<file path="src/rtl/mac_pipe_pkg.sv">
// Shared MAC pipeline constants and requantization helper.
// Used by the MAC wrapper, the pooling stage and the test pattern.
package mac_pipe_pkg;

  localparam int OFM_W   = 10;
  localparam int IFM_W   = 4;
  localparam int IFM_MAX = 15;

  function automatic logic [IFM_W-1:0] sat_shift(
    input logic [OFM_W-1:0] ofm,
    input int unsigned      shift
  );
    logic [OFM_W-1:0] s;
    s = ofm >> shift;
    if (s > OFM_W'(IFM_MAX)) return IFM_W'(IFM_MAX);
    return s[IFM_W-1:0];
  endfunction

endpackage

</file>
<file path="src/rtl/ofm_pool_quant_if.sv">
// MAC result input stream and requantized IFM output stream.
// slave = pooling stage side, master = producer/consumer side.
interface ofm_pool_quant_if;
  import mac_pipe_pkg::*;

  logic             in_valid;
  logic [OFM_W-1:0] in_OFM;
  logic             out_ready;
  logic             out_valid;
  logic [IFM_W-1:0] out_IFM;

  modport slave (
    input  in_valid,
    input  in_OFM,
    input  out_ready,
    output out_valid,
    output out_IFM
  );

  modport master (
    output in_valid,
    output in_OFM,
    output out_ready,
    input  out_valid,
    input  out_IFM
  );

endinterface

</file>
<file path="src/rtl/ifm_fifo.sv">
// Small synchronous FIFO, pointer plus occupancy count.
// Accepts a push while full when a pop happens in the same cycle.
module ifm_fifo
  import mac_pipe_pkg::*;
#(
  parameter int W     = IFM_W,
  parameter int DEPTH = 4
) (
  input  logic         clk,
  input  logic         rst_n,
  input  logic         clr,
  input  logic         push,
  input  logic         pop,
  input  logic [W-1:0] din,
  output logic [W-1:0] dout,
  output logic         full,
  output logic         empty
);

  localparam int AW = $clog2(DEPTH);

  logic [W-1:0]  r_mem [DEPTH];
  logic [AW-1:0] r_wr;
  logic [AW-1:0] r_rd;
  logic [AW:0]   r_cnt;

  logic w_pop;
  logic w_push;

  assign full   = (r_cnt == (AW+1)'(DEPTH));
  assign empty  = (r_cnt == '0);
  assign dout   = r_mem[r_rd];
  assign w_pop  = pop && !empty;
  assign w_push = push && (!full || w_pop);

  // storage, pointers and occupancy; clear drops all entries
  always_ff @(posedge clk or negedge rst_n) begin
    if (!rst_n) begin
      for (int i = 0; i < DEPTH; i++) r_mem[i] <= '0;
      r_wr  <= '0;
      r_rd  <= '0;
      r_cnt <= '0;
    end else if (clr) begin
      r_wr  <= '0;
      r_rd  <= '0;
      r_cnt <= '0;
    end else begin
      if (w_push) begin
        r_mem[r_wr] <= din;
        r_wr        <= r_wr + AW'(1);
      end
      if (w_pop) r_rd <= r_rd + AW'(1);
      if (w_push && !w_pop) r_cnt <= r_cnt + (AW+1)'(1);
      if (!w_push && w_pop) r_cnt <= r_cnt - (AW+1)'(1);
    end
  end

endmodule

</file>
<file path="src/rtl/ofm_pool_quant.sv">
// Max-pools MAC results in windows, requantizes to 4 bits, buffers output.
// The MAC is never stalled; a full FIFO drops the result and flags it.
module ofm_pool_quant
  import mac_pipe_pkg::*;
#(
  parameter int POOL_N     = 4,
  parameter int SHIFT      = 6,
  parameter int FIFO_DEPTH = 4
) (
  input  logic                    clk,
  input  logic                    rst_n,
  input  logic                    flush,
  ofm_pool_quant_if.slave         bus,
  output logic [$clog2(POOL_N):0] win_cnt,
  output logic                    drop_err
);

  localparam int CW = $clog2(POOL_N) + 1;

  logic [CW-1:0]    r_win_cnt;
  logic [OFM_W-1:0] r_run_max;
  logic             r_drop;

  logic             w_last;
  logic [OFM_W-1:0] w_cand;
  logic [IFM_W-1:0] w_q;
  logic             w_close;
  logic             w_pop;
  logic             w_full;
  logic             w_empty;

  assign w_last  = (r_win_cnt == CW'(POOL_N - 1));
  assign w_cand  = (r_win_cnt == '0) ? bus.in_OFM :
                   (bus.in_OFM > r_run_max) ? bus.in_OFM : r_run_max;
  assign w_q     = sat_shift(w_cand, SHIFT);
  assign w_close = bus.in_valid && !flush && w_last;
  assign w_pop   = !w_empty && bus.out_ready;

  assign bus.out_valid = !w_empty;
  assign win_cnt       = r_win_cnt;
  assign drop_err      = r_drop;

  // window counter and running max; flush abandons the partial window
  always_ff @(posedge clk or negedge rst_n) begin
    if (!rst_n) begin
      r_win_cnt <= '0;
      r_run_max <= '0;
    end else if (flush) begin
      r_win_cnt <= '0;
      r_run_max <= '0;
    end else if (bus.in_valid) begin
      if (w_last) begin
        r_win_cnt <= '0;
      end else begin
        r_run_max <= w_cand;
        r_win_cnt <= r_win_cnt + CW'(1);
      end
    end
  end

  // sticky overrun flag, only cleared by reset
  always_ff @(posedge clk or negedge rst_n) begin
    if (!rst_n) begin
      r_drop <= 1'b0;
    end else if (w_close && w_full && !w_pop) begin
      r_drop <= 1'b1;
    end
  end

  ifm_fifo #(
    .W     (IFM_W),
    .DEPTH (FIFO_DEPTH)
  ) u_fifo (
    .clk   (clk),
    .rst_n (rst_n),
    .clr   (flush),
    .push  (w_close),
    .pop   (bus.out_ready),
    .din   (w_q),
    .dout  (bus.out_IFM),
    .full  (w_full),
    .empty (w_empty)
  );

endmodule

</file>
<file path="src/flat_wrapper.sv">
// flat-port wrapper written by rule: the top's interface ports become plain ports
module ofm_pool_quant_flat import mac_pipe_pkg::*;
#(
  parameter int POOL_N     = 4,
  parameter int SHIFT      = 6,
  parameter int FIFO_DEPTH = 4
)
  (clk, rst_n, flush, win_cnt, drop_err, bus_in_valid, bus_in_OFM, bus_out_ready, bus_out_valid, bus_out_IFM);
  ofm_pool_quant_if bus_i ();
  input  logic clk;
  input  logic rst_n;
  input  logic flush;
  output logic [$clog2(POOL_N):0] win_cnt;
  output logic drop_err;
  input wire logic [$bits(bus_i.in_valid)-1:0] bus_in_valid;
  input wire logic [$bits(bus_i.in_OFM)-1:0] bus_in_OFM;
  input wire logic [$bits(bus_i.out_ready)-1:0] bus_out_ready;
  output wire logic [$bits(bus_i.out_valid)-1:0] bus_out_valid;
  output wire logic [$bits(bus_i.out_IFM)-1:0] bus_out_IFM;
  assign bus_i.in_valid = bus_in_valid;
  assign bus_i.in_OFM = bus_in_OFM;
  assign bus_i.out_ready = bus_out_ready;
  assign bus_out_valid = bus_i.out_valid;
  assign bus_out_IFM = bus_i.out_IFM;
  ofm_pool_quant #(.POOL_N(POOL_N), .SHIFT(SHIFT), .FIFO_DEPTH(FIFO_DEPTH)) u_core (.clk(clk), .rst_n(rst_n), .flush(flush), .bus(bus_i), .win_cnt(win_cnt), .drop_err(drop_err));
endmodule
</file>
<file path="config.mk">
export PLATFORM = sky130hd
export DESIGN_NAME = ofm_pool_quant_flat
export DESIGN_NICKNAME = d
export VERILOG_FILES = /design/src/rtl/mac_pipe_pkg.sv /design/src/rtl/ofm_pool_quant_if.sv /design/src/rtl/ifm_fifo.sv /design/src/rtl/ofm_pool_quant.sv /design/src/flat_wrapper.sv
export SDC_FILE = /design/constraint.sdc
export NUM_CORES = 1
export LEC_CHECK = 0
export ABC_CLOCK_PERIOD_IN_PS = 2400
export CAP_MARGIN = 5
export CORE_UTILIZATION = 40
export DETAILED_ROUTE_END_ITERATION = 8
export HOLD_SLACK_MARGIN = 0.15
export PLACE_DENSITY = 0.68
export SYNTH_ARGS = -nofsm -noshare
export SYNTH_HDL_FRONTEND = slang
export SYNTH_SLANG_ARGS = --single-unit
</file>
<file path="constraint.sdc">
create_clock -name clk -period 2.4 [get_ports clk]
set_clock_uncertainty 0.2 [all_clocks]
set_input_delay 0.48 -clock clk [delete_from_list [all_inputs] [get_ports clk]]
set_output_delay 0.48 -clock clk [all_outputs]
set_load 0.005 [all_outputs]
</file>
==> impl_metrics.yaml <==
run_status:
  status: "finished with violations"
  violations: "setup timing"
final_layout:
  area_delta_synth_final_pct: 34.63
  fill_cells: 474
  multiInputGateArea_um2: 1478
  seq_area_um2: 927.1
  stdcell_count: 362
  antenna_cells: 0
  layout-drive-gt1-share_pct: 27.24
  design.final.nets: 322
  final_common_cell: "dfrtp_1"
  final_cell_mix: "36 x dfrtp_1, 30 x buf_4, 25 x nand2b_1"
routing:
  wire_per_inst_um: 15.28
  ant_nets: 0
  drc: 0
  avgViaCountPerCell: 5.528
  wirelength_um: 5531
  vias: 2001
  drtPass1Iterations: 4
  initialDrtViolationCount: 253
synthesis:
  synthSimpleGateAreaFrac_pct: 19.78
  syn_nets: 267
  ys.warnings.count: 0
  ys_ff_latch: 37
  yosys-top-cells-area: "dfrtp_1 39%, ha_1 8.4%, nand2b_1 6.6%, a32oi_1 5.9%, o31ai_1 5.4%"
  postSynthAreaPerCell_um2: 10.15
  synth_top_family_by_area: "simple AND/OR/NAND/NOR gates"
  syn_area_um2: 2385
  ys_seq_area_share_pct: 38.82
  yosysTopAreaCell: "dfrtp_1"
  synth_cell_type_count: 37
  synth_compound_area_share_pct: 15.79
  synth_fa_ha_area_share_pct: 9.234
  syn_inst: 235
  synth_top_area_share_pct: 38.82
  synth_mux_area_share_pct: 8.395
  yosys.area_share.xor_xnor_pct: 2.204
pwr:
  combPwrFrac_pct: 28.5
  p_switching_w: 0.0004662
  p_int_w: 0.001138
  peakVddDrop_mv: 0.3610
  switching_share_pct: 29.07
  p_total_w: 0.001604
  p_seq_share_pct: 43.8
  pwr-share-clk_pct: 27.7
  pwr_density_cell_nw_per_um2: 499.5
  leakage_nw: 1.481
critical_path:
  arrival_ns: 2.42
  r2r-start: "u_core.r_run_max[7]$_DFFE_PN0P_"
  cp_num_buf_inv: 2
  cp_cell_sequence: "inv_2 -> ha_4 -> a211oi_2 -> o211ai_1 -> or4_4 -> buf_12 -> a32oi_4 -> o31ai_4"
  cp.depth: 8
  reg2reg_depth: 8
  cp-start-kind: "register"
  endpoint_kind: "register"
  cp_slowest_cell: "or4_4"
  timing.rr.end: "u_core.u_fifo.r_mem[10]$_DFFE_PN0P_"
  critical_path_class: "register to register"
  max_stage_delay_ns: 0.63
  rrSetupSlack_ns: -0.05
  crit_required_ns: 2.36
  cp_top_family: "compound AO/OA/AOI/OAI gates"
  critPathMaxFanout: 8
global_routing:
  grtUsageMet1_pct: 26.74
  grt_overflow: 0
  grt_max_degree: 38
  track_usage_pct: 18.89
  grt_pass1_vias: 1883
  met2_usage_pct: 28.19
  use_met3_pct: 4.483
  grt_pass1_wl_um: 9080
  antenna_found_initial: 0
  top_usage_layer: "met2"
worst_hold_path:
  hp-start: "u_core.drop_err$_DFFE_PN0P_"
  hp-class: "register to register"
  hold_path_end: "u_core.drop_err$_DFFE_PN0P_"
  hold_depth: 1
floorplan:
  die_h_um: 79.22
  die_w_um: 79.22
  die_area_um2: 6275
  pin_count: 24
  initial_utilization_pct: 42.27
  row_count: 27
  design.core.area_um2: 5642
timing:
  hold_slack_ns: 0.2578
  rsz0062_at_grt: "yes"
  fin_crit_sh_pct: 102.2
  worst_slack_ns: -0.05385
  tns_ns: -0.1162
  setup-violations-final: 7
  relSlewSlack_pct: 67.42
  hold_viol: 0
  report.final.slew_viol_count: 0
  tightestPinTransition_ns: 0.4887
  finalCriticalPeriod_ns: 2.454
  fmax_mhz: 407.5
clocking:
  cts_tree: "built"
  clock_path_buffers: 2
  cts_sinks: 37
  cts-root-buf: "clkbuf_8"
  clk_pin_slew_ns: 0.07
  cts-buffers-inserted: 5
  clk_latency_ns: 0.29
  cts-htree-levels: 2
place:
  place.gp.congestion: 0.8101
  io_buffers: 23
  hpwl_um: 3749
  dp_slack_ns: -0.6602
  dp.cells: 343
flow_run:
  cap_violations: 0
-- cells in the mapped netlist, drive strengths merged --
library cell / instances
nand2: 11
nor4b: 1
nor3: 1
nand4: 2
and3: 18
o211ai: 1
xnor2: 2
clkbuf: 10
or4b: 1
fa: 1
ha: 16
a31oi: 1
nand2b: 25
a21o: 1
mux2i: 11
a211oi: 3
mux4: 4
dfrtp: 37
o31ai: 17
nor2: 7
or4: 1
nand4bb: 1
xor2: 4
nor3b: 4
and4bb: 1
or3: 1
a21oi: 6
buf: 4
o21ai: 6
a32oi: 16
inv: 17
nand3: 4
-- registers in the layout (all words and copies together) (netlist names) --
name and count:
u_core.u_fifo.r_cnt 3, u_core.win_cnt 3, u_core.u_fifo.r_mem 16, u_core.u_fifo.r_wr 2, u_core.u_fifo.r_rd 2, u_core.drop_err 1, u_core.r_run_max 10
-- layout make-up --
type	count	area share, %
flip-flops and latches	37	28.88
inverters	17	1.988
clock buffers	7	2.689
multi-input cells	168	46.03
repair buffers	61	17.61
well taps	72	2.806
-- power by group through the flow --
stage / combinational, W / clock [W] / sequential [W]
after floorplan: 0.000251 / 0 / 0.000694
after global placement: 0.000389 / 0 / 0.000716
after detailed placement: 0.000395 / 0 / 0.000716
after CTS: 0.000428 / 0.000456 / 0.000703
after global routing: 0.000503 / 0.000484 / 0.000708
final: 0.000457 / 0.000444 / 0.000702
-- metal layers --
metal  part of all wire [%]  vias to the layer above
met5                      0                        -
met4                    1.0                        0
met3                    6.4                        5
met2                     45                       64
met1                     48                      956
li1                       -                      976
-- worst max-delay path by stage --
| stage | from | to | slack, ns |
|---|---|---|---|
| after floorplan | bus_in_OFM[7] | u_core.u_fifo.r_mem[12]$_DFFE_PN0P_ | -0.13 |
| after global placement | bus_in_OFM[7] | u_core.u_fifo.r_mem[4]$_DFFE_PN0P_ | -0.61 |
| after detailed placement | bus_in_OFM[7] | u_core.u_fifo.r_mem[4]$_DFFE_PN0P_ | -0.66 |
| after CTS | u_core.r_run_max[7]$_DFFE_PN0P_ | u_core.u_fifo.r_mem[10]$_DFFE_PN0P_ | 0.0001 |
| after global routing | u_core.r_run_max[7]$_DFFE_PN0P_ | u_core.u_fifo.r_mem[10]$_DFFE_PN0P_ | -0.11 |
| final | u_core.r_run_max[7]$_DFFE_PN0P_ | u_core.u_fifo.r_mem[10]$_DFFE_PN0P_ | -0.05 |
-- cells by family after synthesis --
group                    count (synthesis)
buffers and inverters                   31
AO/OA/AOI/OAI                           51
flip-flops                              37
XOR/XNOR                                 6
AND/OR/NAND/NOR                         78
adder cells (fa/ha/maj)                 17
multiplexers                            15
-- repair_timing --
| action | 4_1_cts | 5_1_grt |
|---|---|---|
| pin swaps | 13 | 10 |
| hold buffers | 1 | 0 |
| hold endpoints to repair | 37 | 0 |
| setup endpoints to repair | 30 | 30 |
| cloned | 3 | 1 |
| resized for setup | 37 | 15 |
| setup buffers | 3 | 4 |
-- metrics by stage --
| step | cell area (um2) | util, % |
|---|---|---|
| 5_1_grt | 3211 | 56.91 |
| 3_3_place_gp | 2867 | 50.81 |
| 2_1_floorplan | 2424 | - |
| 6_report | 3211 | 56.91 |
| 3_5_place_dp | 2867 | 50.81 |
| 4_1_cts | 3089 | 54.76 |
No activity file was read; power rests on OpenSTA's default activity.
==> RTL edit, RTL diff (same settings) <==
Make the reset (`rst_n`) synchronous in 3 clocked blocks.
--- a/src/rtl/ifm_fifo.sv
+++ b/src/rtl/ifm_fifo.sv
@@ -34,7 +34,7 @@
   assign w_push = push && (!full || w_pop);
 
   // storage, pointers and occupancy; clear drops all entries
-  always_ff @(posedge clk or negedge rst_n) begin
+  always_ff @(posedge clk) begin
     if (!rst_n) begin
       for (int i = 0; i < DEPTH; i++) r_mem[i] <= '0;
       r_wr  <= '0;
--- a/src/rtl/ofm_pool_quant.sv
+++ b/src/rtl/ofm_pool_quant.sv
@@ -41,7 +41,7 @@
   assign drop_err      = r_drop;
 
   // window counter and running max; flush abandons the partial window
-  always_ff @(posedge clk or negedge rst_n) begin
+  always_ff @(posedge clk) begin
     if (!rst_n) begin
       r_win_cnt <= '0;
       r_run_max <= '0;
@@ -59,7 +59,7 @@
   end
 
   // sticky overrun flag, only cleared by reset
-  always_ff @(posedge clk or negedge rst_n) begin
+  always_ff @(posedge clk) begin
     if (!rst_n) begin
       r_drop <= 1'b0;
     end else if (w_close && w_full && !w_pop) begin
Function: differs if rst_n is asserted again (counterexample within 4 cycles, from zero or initial values and one cycle with rst_n low); with rst_n held inactive, the same outputs for 4 cycles.
==> RTL edit against the unedited design <==
Sequential cell count rose by 2. Count of clock-buffer cells in the layout did not move. Routed wire length fell by 26%. Register-to-register slack improved by 0.16 ns. Worst setup slack improved by 0.14 ns. Cell area fell by 17%. Sequential share of layout area rose by 6.6 points. First-iteration DRC count fell by 63%. Area after synthesis fell by 15%. Non-clock buffer count fell by 15.
Power is not compared: it rests on default switching activity, and its combinational part moved more than twofold at a synthesized area within 25%.
==> RTL edit: results (changes against the unedited design) <==
{| class="wikitable"
! Metric !! Value
|-
| CP Max Fanout || 6 (-2)
|-
| Post-synthesis compound-gate area fraction || 12.5% (-3.3 points)
|-
| Arrival time worst endpoint || 2.29 ns (-0.13 ns)
|-
| Register-to-register setup slack || 0.11 ns (+0.16 ns)
|-
| Number of nets in the synthesized netlist || 227 (-15%)
|-
| Ranking of synthesized cells by instance count || nand2_1, dfxtp_1, a21oi_1
|-
| Vias in the first global route || 1544 (-18%)
|-
| Number of enable flip-flop cells after synthesis || 16 (+16)
|-
| Portion of the post-synthesis area used by sequential elements || 46.4% (+7.6 points)
|-
| Via count || 1575 (-21%)
|-
| Result of the run || finished clean
|-
| Cell count of the worst reg-to-reg path || 7 (-1)
|-
| Hold depth || 2 (+1)
|-
| Cell area reported after detailed placement || 0.00249 sq mm (-13%)
|-
| Average wire per cell in the routed design || 12.9 um (-16%)
|-
| Origin of the critical flop-to-flop path || u_core.r_run_max[3]
|-
| Net count, final || 277 (-14%)
|-
| Hold slack || 0.261 ns (+0.00356 ns)
|-
| Final GP Congestion || 0.840 (+3.7%)
|-
| Worst Hold Endpoint || u_core.r_run_max[2]
|-
| Sum of net half-perimeters after detailed placement || 3020 um (-19%)
|-
| Place WS || -0.620 ns (+0.0404 ns)
|-
| Share of synthesized cell area in full adder, half adder and majority cells || 8.40% (-0.83 points)
|-
| Min-delay src || u_core.r_run_max[2]
|-
| Global-route wire length before repair || 6890 um (-24%)
|-
| Per-instance average area after synthesis || 10.2 sq um (+0.31%)
|-
| Post-CTS repair timing setup buffer count || 0 (-3)
|-
| Global Route Usage Sum || 17.1% (-1.8 points)
|}
[RTL edit: cell count changes after synthesis, sizes merged, moves of 4 or more]
cell    delta
a21oi     +13
nand2     +19
and3      -17
a32oi     -16
dfrtp     -37
edfxtp    +16
clkbuf     -7
o31ai     -16
nand2b    -19
dfxtp     +23
a21boi     +5
ha         -4
[RTL edit: final cells by class]
| type | instances | area (sq um) |
|---|---|---|
| fill | 423 | 2120 |
| multi-input combinational | 139 | 1080 |
| sequential | 39 | 945 |
| timing repair buffer | 46 | 398 |
| clock buffer | 7 | 86.3 |
| tap | 67 | 83.8 |
| inverter | 18 | 67.6 |
| clock inverter | 1 | 5.00 |
[RTL edit: worst max-delay path by stage]
stage	start	to	slack, ns	cells past startpoint
detailed placement	bus_in_OFM[9]	u_core.u_fifo.r_mem[1][2]	-0.62	8
global placement	bus_in_OFM[9]	u_core.u_fifo.r_mem[1][1]	-0.50	8
CTS	bus_in_OFM[1]	u_core.u_fifo.r_mem[1][3]	0.008	7
floorplan	bus_in_OFM[3]	u_core.r_run_max[0]	0.07	7
global route	bus_in_OFM[5]	u_core.r_run_max[9]	0.0004	7
finish	bus_in_OFM[3]	u_core.r_run_max[9]	0.09	7
[RTL edit: timing repair]
action	4_1_cts	5_1_grt
resized for setup	24	10
pin swaps	15	12
endpoints found under the setup margin	30	45
cloned	1	0
endpoints found under the hold margin	0	0
[RTL edit: worst max-delay path, stage by stage]
cell and delay [ns]:
clkdlybuf4s15_1 0.19, ha_1 0.31, a21o_1 0.17, a21o_1 0.18, a2111o_1 0.56, and3_4 0.28, mux2i_1 0.13
[RTL edit: layer usage]
layer  up-vias  part of all wire, %  GRT usage (%)
met2        24                   49           28.6
li1        810                    -              -
met5         -                    0              0
met3         6                  2.7           4.28
met4         0                  1.1           6.10
met1       735                   47           21.3
